--- src/rtl/rom_dl_sdram_writer.sv ---
// ROM download writer: buffers HPS ioctl bytes in a small FIFO and writes them to
// SDRAM port1 (CPU/sound) or port2 (sprites). Optional feature macro: DL_CHECKSUM_EN.
module rom_dl_sdram_writer #(
  parameter int          FIFO_DEPTH = 8,
  parameter logic [24:0] P1_LIMIT   = 25'h10000,
  parameter logic [24:0] SP_BASE    = 25'h10000,
  parameter logic [24:0] SP_SIZE    = 25'h0C000,
  parameter logic [7:0]  ROM_INDEX  = 8'd0
) (
  input  logic        clk,
  input  logic        RST_N,
  input  logic        ioctl_download,
  input  logic        ioctl_wr,
  input  logic [24:0] ioctl_addr,
  input  logic [7:0]  ioctl_dout,
  input  logic [7:0]  ioctl_index,
  output logic        ioctl_wait,
  output logic        port1_req,
  input  logic        port1_ack,
  output logic [22:0] port1_a,
  output logic [1:0]  port1_ds,
  output logic [15:0] port1_d,
  output logic        port2_req,
  input  logic        port2_ack,
  output logic [22:0] port2_a,
  output logic [1:0]  port2_ds,
  output logic [15:0] port2_d,
  output logic        dl_done
`ifdef DL_CHECKSUM_EN
  ,
  output logic [15:0] dl_sum,
  output logic        dl_overflow
`endif
);

  localparam int          AW       = $clog2(FIFO_DEPTH);
  localparam logic [AW:0] CNT_ZERO = {(AW+1){1'b0}};
  localparam logic [AW:0] CNT_ONE  = {{AW{1'b0}}, 1'b1};
  localparam logic [AW:0] CNT_FULL = FIFO_DEPTH[AW:0];
  localparam logic [AW:0] CNT_WAIT = CNT_FULL - CNT_ONE - CNT_ONE;
  localparam logic [AW-1:0] PTR_ONE = {{(AW-1){1'b0}}, 1'b1};
  localparam logic [25:0] SP_END   = {1'b0, SP_BASE} + {1'b0, SP_SIZE};
  localparam logic [23:0] SP_BASE_LO = SP_BASE[23:0];

  typedef enum logic [1:0] {
    S_IDLE = 2'd0,
    S_LOAD = 2'd1,
    S_WAIT = 2'd2
  } state_t;

  state_t          r_state;
  state_t          w_state_nxt;
  logic [32:0]     r_mem [FIFO_DEPTH];
  logic [AW-1:0]   r_wr_ptr;
  logic [AW-1:0]   r_rd_ptr;
  logic [AW:0]     r_count;
  logic [AW:0]     w_count_nxt;
  logic            r_wait;
  logic            r_accepted;
  logic            r_dl_done;
  logic            r_hit1;
  logic            r_hit2;
  logic            r_p1_req;
  logic            r_p2_req;
  logic [22:0]     r_p1_a;
  logic [1:0]      r_p1_ds;
  logic [15:0]     r_p1_d;
  logic [22:0]     r_p2_a;
  logic [1:0]      r_p2_ds;
  logic [15:0]     r_p2_d;

  logic [32:0]     w_head;
  logic [24:0]     w_addr;
  logic [7:0]      w_data;
  logic [23:0]     w_off;
  logic            w_hit1;
  logic            w_hit2;
  logic            w_push_req;
  logic            w_push;
  logic            w_pop;
  logic            w_load;
  logic            w_full;
  logic            w_acks_done;
  logic            w_done_cond;

  assign w_head     = r_mem[r_rd_ptr];
  assign w_addr     = w_head[32:8];
  assign w_data     = w_head[7:0];
  assign w_off      = w_addr[23:0] - SP_BASE_LO;
  assign w_hit1     = (w_addr < P1_LIMIT);
  assign w_hit2     = (w_addr >= SP_BASE) && ({1'b0, w_addr} < SP_END);
  assign w_full     = (r_count == CNT_FULL);
  assign w_push_req = ioctl_wr && ioctl_download && (ioctl_index == ROM_INDEX);
  // A full FIFO still accepts a byte when the head leaves in the same cycle
  assign w_push     = w_push_req && (!w_full || w_pop);
  // An ack equal to the pre-toggle req value reads as still pending
  assign w_acks_done = (!r_hit1 || (port1_ack == r_p1_req)) &&
                       (!r_hit2 || (port2_ack == r_p2_req));
  assign w_done_cond = !ioctl_download && (r_count == CNT_ZERO) &&
                       (r_state == S_IDLE) && r_accepted;

  always_ff @(posedge clk) begin
    if (w_push) begin
      r_mem[r_wr_ptr] <= {ioctl_addr, ioctl_dout};
    end
  end

  always_comb begin
    w_count_nxt = r_count;
    case ({w_push, w_pop})
      2'b10:   w_count_nxt = r_count + CNT_ONE;
      2'b01:   w_count_nxt = r_count - CNT_ONE;
      default: w_count_nxt = r_count;
    endcase
  end

  always_ff @(posedge clk or negedge RST_N) begin
    if (!RST_N) begin
      r_wr_ptr   <= {AW{1'b0}};
      r_rd_ptr   <= {AW{1'b0}};
      r_count    <= CNT_ZERO;
      r_wait     <= 1'b0;
      r_accepted <= 1'b0;
      r_dl_done  <= 1'b0;
    end else begin
      if (w_push) begin
        r_wr_ptr <= r_wr_ptr + PTR_ONE;
      end
      if (w_pop) begin
        r_rd_ptr <= r_rd_ptr + PTR_ONE;
      end
      r_count   <= w_count_nxt;
      r_wait    <= (w_count_nxt >= CNT_WAIT);
      r_dl_done <= w_done_cond;
      if (w_push) begin
        r_accepted <= 1'b1;
      end else if (w_done_cond) begin
        r_accepted <= 1'b0;
      end
    end
  end

  always_ff @(posedge clk or negedge RST_N) begin
    if (!RST_N) begin
      r_state <= S_IDLE;
    end else begin
      r_state <= w_state_nxt;
    end
  end

  always_comb begin
    w_state_nxt = r_state;
    case (r_state)
      S_IDLE: begin
        if (r_count != CNT_ZERO) w_state_nxt = S_LOAD;
        else                     w_state_nxt = S_IDLE;
      end
      S_LOAD: begin
        if (w_hit1 || w_hit2) w_state_nxt = S_WAIT;
        else                  w_state_nxt = S_IDLE;
      end
      S_WAIT: begin
        if (w_acks_done) w_state_nxt = S_IDLE;
        else             w_state_nxt = S_WAIT;
      end
      default: w_state_nxt = S_IDLE;
    endcase
  end

  always_comb begin
    w_load = 1'b0;
    w_pop  = 1'b0;
    case (r_state)
      S_LOAD: begin
        w_load = 1'b1;
        w_pop  = !w_hit1 && !w_hit2;
      end
      S_WAIT: begin
        w_load = 1'b0;
        w_pop  = w_acks_done;
      end
      default: begin
        w_load = 1'b0;
        w_pop  = 1'b0;
      end
    endcase
  end

  // Sprite words are remapped so each 32-bit word lands on consecutive 16-bit halves
  always_ff @(posedge clk or negedge RST_N) begin
    if (!RST_N) begin
      r_hit1   <= 1'b0;
      r_hit2   <= 1'b0;
      r_p1_req <= 1'b0;
      r_p2_req <= 1'b0;
      r_p1_a   <= 23'd0;
      r_p1_ds  <= 2'b00;
      r_p1_d   <= 16'd0;
      r_p2_a   <= 23'd0;
      r_p2_ds  <= 2'b00;
      r_p2_d   <= 16'd0;
    end else if (w_load) begin
      r_hit1 <= w_hit1;
      r_hit2 <= w_hit2;
      if (w_hit1) begin
        r_p1_req <= ~r_p1_req;
        r_p1_a   <= w_addr[23:1];
        r_p1_ds  <= {w_addr[0], ~w_addr[0]};
        r_p1_d   <= {w_data, w_data};
      end
      if (w_hit2) begin
        r_p2_req <= ~r_p2_req;
        r_p2_a   <= {w_off[23:16], w_off[13:0], w_off[15]};
        r_p2_ds  <= {w_off[14], ~w_off[14]};
        r_p2_d   <= {w_data, w_data};
      end
    end
  end

  assign ioctl_wait = r_wait;
  assign port1_req  = r_p1_req;
  assign port1_a    = r_p1_a;
  assign port1_ds   = r_p1_ds;
  assign port1_d    = r_p1_d;
  assign port2_req  = r_p2_req;
  assign port2_a    = r_p2_a;
  assign port2_ds   = r_p2_ds;
  assign port2_d    = r_p2_d;
  assign dl_done    = r_dl_done;

`ifdef DL_CHECKSUM_EN
  logic        r_dl_q;
  logic [15:0] r_sum;
  logic        r_overflow;
  logic        w_dl_rise;

  assign w_dl_rise = ioctl_download && !r_dl_q;

  // Sum restarts on each new download; a byte accepted on the rising cycle seeds it
  always_ff @(posedge clk or negedge RST_N) begin
    if (!RST_N) begin
      r_dl_q     <= 1'b0;
      r_sum      <= 16'd0;
      r_overflow <= 1'b0;
    end else begin
      r_dl_q <= ioctl_download;
      if (w_dl_rise) begin
        r_sum <= w_push ? {8'h00, ioctl_dout} : 16'd0;
      end else if (w_push) begin
        r_sum <= r_sum + {8'h00, ioctl_dout};
      end
      if (w_push_req && !w_push) begin
        r_overflow <= 1'b1;
      end
    end
  end

  assign dl_sum      = r_sum;
  assign dl_overflow = r_overflow;
`endif

endmodule

--- config.mk ---
export PLATFORM = sky130hd
export DESIGN_NAME = rom_dl_sdram_writer
export DESIGN_NICKNAME = d
export VERILOG_FILES = /design/src/rtl/rom_dl_sdram_writer.sv
export SDC_FILE = /design/constraint.sdc
export NUM_CORES = 1
export LEC_CHECK = 0
export BUFFER_PORTS_ARGS = -buffer_cell sky130_fd_sc_hd__buf_2
export CORE_AREA = 2 2 118 234
export DETAILED_ROUTE_END_ITERATION = 7
export DIE_AREA = 0 0 120 236
export PLACE_DENSITY_LB_ADDON = 0.05
export SLEW_MARGIN = 20
export SYNTH_ARGS = -nofsm -noshare
export SYNTH_HDL_FRONTEND = slang
export SYNTH_SLANG_ARGS = --single-unit
export TNS_END_PERCENT = 50
--- constraint.sdc ---
create_clock -name clk -period 5.67 [get_ports clk]
set_clock_uncertainty 0.2 [all_clocks]
set_input_delay 0.567 -clock clk [delete_from_list [all_inputs] [get_ports clk]]
set_output_delay 0.567 -clock clk [all_outputs]
set_load 0.05 [all_outputs]
After elaboration in Yosys (flattened, before gate mapping)
Memory sizes are Yosys's and may differ from the RTL's.
Index checks and enable logic that the tools add are counted.
{ "word_totals": {"ff_bits": 101, "latch_bits": 0, "ramBits": 264, "rom_bits": 0, "input_bits": 47, "output_inout_bits": 86, "elab_cells": 75, "mem_count": 1} }
{ "memory_table": {"columns": ["name", "depth", "width", "rd", "rd_clocked_by_memory_dff", "wr", "line_no", "rtl"], "rows": [
  ["r_mem", 8, 33, 1, 0, 1, "53", "logic [32:0] r_mem [FIFO_DEPTH];"]
]} }
{ "classes": {"add_sub_neg": 5, "mul": 0, "div": 0, "order_cmp": 4, "eq_ne": 7, "shift": 0, "mux": 11, "bitwise": 4, "reduce_logical": 26} }
{ "ops": {"columns": ["op", "n"], "rows": [
  ["$lt 25x17->1 const B", 2],
  ["$ge 25x17->1 const B", 1],
  ["$sub 24x17->24 const B", 1],
  ["$logic_and 1x1->1", 9],
  ["$logic_not 8->1", 1],
  ["$pmux 4 s2", 1],
  ["$add 3x1->3 const B", 2],
  ["$logic_not 1->1", 6],
  ["$mux 1", 6],
  ["$pmux 2 s3", 1],
  ["$add 4x1->4 const B", 1],
  ["$eq 2x1->1 const B", 2],
  ["$eq 2x2->1 const B", 2],
  ["$eq 4x4->1 const B", 1],
  ["$ge 4x3->1 const B", 1],
  ["$logic_not 4->1", 1],
  ["$logic_or 1x1->1", 4],
  ["$mux 2", 2],
  ["$not 1->1", 4],
  ["$reduce_and 2->1", 2],
  ["$reduce_bool 4->1", 1],
  ["$sub 4x1->4 const B", 1],
  ["$eq 1x1->1", 2],
  ["$logic_not 2->1", 1],
  ["2 further kinds", 2]
]} }

Longest topological paths before layout
An unclocked memory read counts as a cell.
{ "logic_depth": {"word_depth": 11, "depth_mapped": 15, "ltp_nobuf": 15} }

Least setup slack after synthesis
Ideal clock, no wire load.
{ "synth_timing": {"kind": "register to register", "start": "register r_p2_req, in the netlist port2_req", "end": "memory r_mem[2][0] (enable)", "setup_time_ns": 0.471, "t_arrival_ns": 4.945, "t_required_ns": 4.999, "slack_ns": 0.054, "stages_incl_launch_ff": 8, "path_buffers": 0, "period_less_slack_ns": 5.616, "cell_sequence": "dfrtp_1 xor2_1 a221oi_1 o21a_1 o41ai_4 a31oi_1 or2b_1 nor3b_1"} }
{ "synth_between": {"elab_chain_len": 8} }
{ "synth_lines": {"columns": ["item", "line_no", "rtl"], "rows": [
  ["from (decl)", "64", "logic r_p2_req;"],
  ["from (signal assigned)", "212", "r_p2_req <= ~r_p2_req;"],
  ["$eq 1x1->1", "98", "(!r_hit2 || (port2_ack == r_p2_req));"],
  ["$logic_or 1x1->1", "98", null],
  ["$logic_and 1x1->1", "97", "assign w_acks_done = (!r_hit1 || (port1_ack == r_p1_req)) &&"],
  ["$pmux 1 s2", "173", "case (r_state)"],
  ["$logic_or 1x1->1", "95", "assign w_push = w_push_req && (!w_full || w_pop);"],
  ["$logic_and 1x1->1", "95", null],
  ["$mux 1", "103", "if (w_push) begin"],
  ["$mux 1 (not written as such)", "104", "r_mem[r_wr_ptr] <= {ioctl_addr, ioctl_dout};"],
  ["to (decl)", "53", null]
]} }
Every way passes these cells.

Final worst setup path
{ "layout_timing": {"start": "register r_rd_ptr[1]", "end": "register r_wait, in the netlist ioctl_wait"} }
{ "layout_between": {"elab_chain_len": 11, "elab_cells_between_ends": 15, "cone_classes": "4 x order compare; 2 x eq/ne; 2 x mux; 6 x reduce/logical; 1 x memory"} }
{ "layout_lines": {"columns": ["item", "line_no", "rtl"], "rows": [
  ["from (decl)", "55", "logic [AW-1:0] r_rd_ptr;"],
  ["from (signal assigned)", "120", "r_rd_ptr <= {AW{1'b0}};"],
  ["from (signal assigned)", "130", "r_rd_ptr <= r_rd_ptr + PTR_ONE;"],
  ["$mem_v2 8x33 *", null, null],
  ["$ge 25x17->1 / $lt 25x17->1 (equally long branches)", "91", "assign w_hit2 = (w_addr >= SP_BASE) && ({1'b0, w_addr} < SP_END);"],
  ["$logic_and 1x1->1", "91", null],
  ["$logic_not 1->1", "176", "w_pop = !w_hit1 && !w_hit2;"],
  ["$logic_and 1x1->1 *", "176", null],
  ["$pmux 1 s2 *", "173", null],
  ["$logic_or 1x1->1", "95", null],
  ["$logic_and 1x1->1", "95", null],
  ["$eq 2x1->1 / $eq 2x2->1 (equally long branches)", "110", "case ({w_push, w_pop})"],
  ["$pmux 4 s2 *", "110", null],
  ["$ge 4x3->1 *", "133", "r_wait <= (w_count_nxt >= CNT_WAIT);"],
  ["to (signal assigned)", "133", null],
  ["to (decl)", "58", "logic r_wait;"]
]} }
Every way passes the cells marked *; elsewhere a longest branch is shown, timed or not.
A chain may end at the register's enable or synchronous reset.

==> results.ini <==
[final_layout]
num_antenna_cells = 0
design.final.nets = 938
drive_gt1_share_pct = 31.7
area.growth.synth_to_final_pct = 14.9
instances_no_fill = 1251
layout_common_cells = 264 x edfxtp_1, 131 x buf_2, 82 x dfrtp_1, 54 x mux2i_1, 53 x mux4_2
mostFrequentLayoutCell = edfxtp_1
design_area_sq_um = 15900
fillCellCount = 1994

[grt]
grt_max_degree = 77
global_route.overflow_total = 0
first_global_vias = 6982
grt_antenna_before_repair = 0
gr-usage-all-layers_pct = 18.7
global_route_wire_length_before_repair_mm = 40.5

[power_and_ir_drop]
pwrdens_nw_per_um2 = 472
vdd_drop_max_mv = 0.293
static-leakage-power_nw = 6.03
report.power.total_w = 0.00750

[floorplan]
num_io_pins = 133
placeableCoreArea_sq_um = 26700
start_util_pct = 51.8
die_width_um = 120
die_h_um = 236
std_cell_rows = 85
die_area_sq_um = 28300

[timing]
slew_viol_final = 0
setup_viol_count_final = 0
max_clock_freq_ghz = 0.215
rsz0062_at_grt = false
slew-limit-headroom_pct = 34.9
finalHoldWorstSlack_ns = 0.0654
hold_viol = 0
worstMarginPinSlew_ns = 0.977
timing.setup.tns_ns = 0
timing.final.crit_period_ns = 4.65
post_route_clock_period_utilization_pct = 81.9

[synthesis]
synth_seq_cells = 349
ys.warnings.count = 0
synth-edff-count = 264
ys_seq_area_share_pct = 72.7
synthesis.area_per_instance_sq_um = 18.8
synth_cell_types = 49
synthCells = 737
yosys_most_used_dff = edfxtp_1
synth_async_sr_flop_share_pct = 24.4
syn-cell-area_sq_um = 13800
synth_fp_nets = 795

[cts]
clkSlewWorstSetupHoldPaths_ns = 0.07
clkLatencyLatePin_ns = 0.57
cts_sinks = 349
tritoncts = built
clock_tree.buffer_depth = 3
post_cts_buffers = 0
cts_htree_levels = 1
cts-root-buf = clkbuf_16
cts-buffers-inserted = 30

[route]
drt-pass1-iter-count = 5
post-route-drc-count = 0
antenna_left = 0
detail_route.wirelength_mm = 25.8
post_drt_wl_per_cell_um = 20.6
vias = 6806
drt-vias-per-instance = 5.44
first_iter_violations = 518

[placed_design]
place.detailed.hpwl_mm = 16.3
post-place-cells = 1194
port-buffer-count = 132
placed_area_sq_um = 14900
gp_congestion = 0.738

[worst_setup_path]
critical_path_arrival_ns = 4.88
crit_cells = 13
endpoint_kind_of_the_worst_setup_timing_path = register
criticalPathCategory = reg -> reg
r2r_slack_ns = 1.02
startpoint_types = register
slowest_delay_ns = 0.73
critPathMaxFanout = 26
crit_path_cell_trace = buf_4, mux4_1, mux2i_1, nand3b_1, o41ai_4, nor2_1, ha_1, a21o_1, a21oi_1, nor2_1, a211oi_1, a311oi_1, a311o_1
worst_r2r_startpoint = r_rd_ptr[1]
cp_data_required_time_ns = 5.91
most_frequent_cell_on_critical_path = nor2_1
cpMaxStageDelayCell = dfrtp_2
rr_worst_depth = 13
critical_path.top_delay_family = compound AO/OA/AOI/OAI gates
r2r-end = ioctl_wait
path_buf_inv = 1

[run]
cap_viol_max_count = 0

[worst_hold_path]
whs_endpoint = r_mem[4][12]
worstHoldPathType = in -> reg
hp-start = ioctl_addr[4]
timing.hold.worst_path_depth = 1

[outcome]
status = complete, no violations

state kept, by name, summed over array words and instances, names as in the netlist, 3 cells and up:
register  flops
port2_a      23
r_rd_ptr      3
r_wr_ptr      3
r_mem       264
r_count       4
port1_d       8
port2_d       8
port1_a      23
worst max-delay path by stage:
stage	startpoint	endpoint	slack, ns
2_1_floorplan	port2_req	r_mem[2][0]	0.05
3_3_place_gp	r_rd_ptr[1]	ioctl_wait	1.04
3_5_place_dp	r_rd_ptr[1]	ioctl_wait	0.95
4_1_cts	r_rd_ptr[1]	ioctl_wait	0.94
5_1_grt	r_rd_ptr[1]	ioctl_wait	0.65
6_report	r_rd_ptr[1]	ioctl_wait	1.02
kinds of logic after synthesis:
group                    share of synthesized area (%)
adder cells (fa/ha/maj)                           1.05
AND/OR/NAND/NOR                                   3.62
multiplexers                                      16.4
AO/OA/AOI/OAI                                     2.35
buffers and inverters                             3.01
XOR/XNOR                                         0.824
flip-flops                                        72.7
cell usage after synthesis (7+ instances only):
master / instances / area [sq um]
and2_1: 8 / 50.1
mux2_2: 17 / 191
mux2i_1: 54 / 541
inv_1: 33 / 124
buf_2: 8 / 40.0
mux4_2: 53 / 1190
edfxtp_1: 264 / 7930
nand2_1: 36 / 135
nor2_1: 10 / 37.5
nand3_1: 8 / 40.0
clkbuf_1: 12 / 45.0
ha_1: 10 / 125
nor4_1: 7 / 43.8
o21ai_0: 27 / 135
xor2_1: 7 / 61.3
dfrtp_1: 85 / 2130
buf_4: 20 / 150
mux4_1: 13 / 342
routing by layer:
metal | GRT usage (%) | up-vias | part of all wire [%] | wire, um
met2 | 31.1 | 162 | 50 | 13000
met4 | 5.56 | 0 | 2.0 | 522
met3 | 2.10 | 33 | 4.5 | 1150
met5 | 0 | - | 0 | 0
met1 | 26.3 | 3467 | 43 | 11200
li1 | - | 3144 | - | -
cell type report:
type / count / area (sq um) / share of cell area (%)
well taps: 348 / 435 / 2.74
flip-flops and latches: 349 / 10100 / 63.4
clock inverters: 19 / 178 / 1.12
repair buffers: 158 / 876 / 5.52
clock buffers: 36 / 795 / 5.00
multi-input cells: 308 / 3410 / 21.5
inverters: 33 / 124 / 0.780
metrics by stage:
stage | setup slack, ns | util [%]
global route | 0.650 | 59.5
floorplan | 0.0535 | -
CTS | 0.936 | 59.5
finish | 1.02 | 59.5
global placement | 1.04 | 55.8
detailed placement | 0.947 | 55.8
power breakdown:
group	internal, W	total (W)	switching (W)
Sequential	0.00292	0.00317	0.000252
Combinational	0.000900	0.00231	0.00141
Clock	0.00113	0.00201	0.000880
what timing repair did:
action	4_1_cts	5_1_grt
hold endpoints to repair	10	0
hold buffers	2	0
resized for setup	0	0
Note: power is estimated with default switching activity, not from simulation.
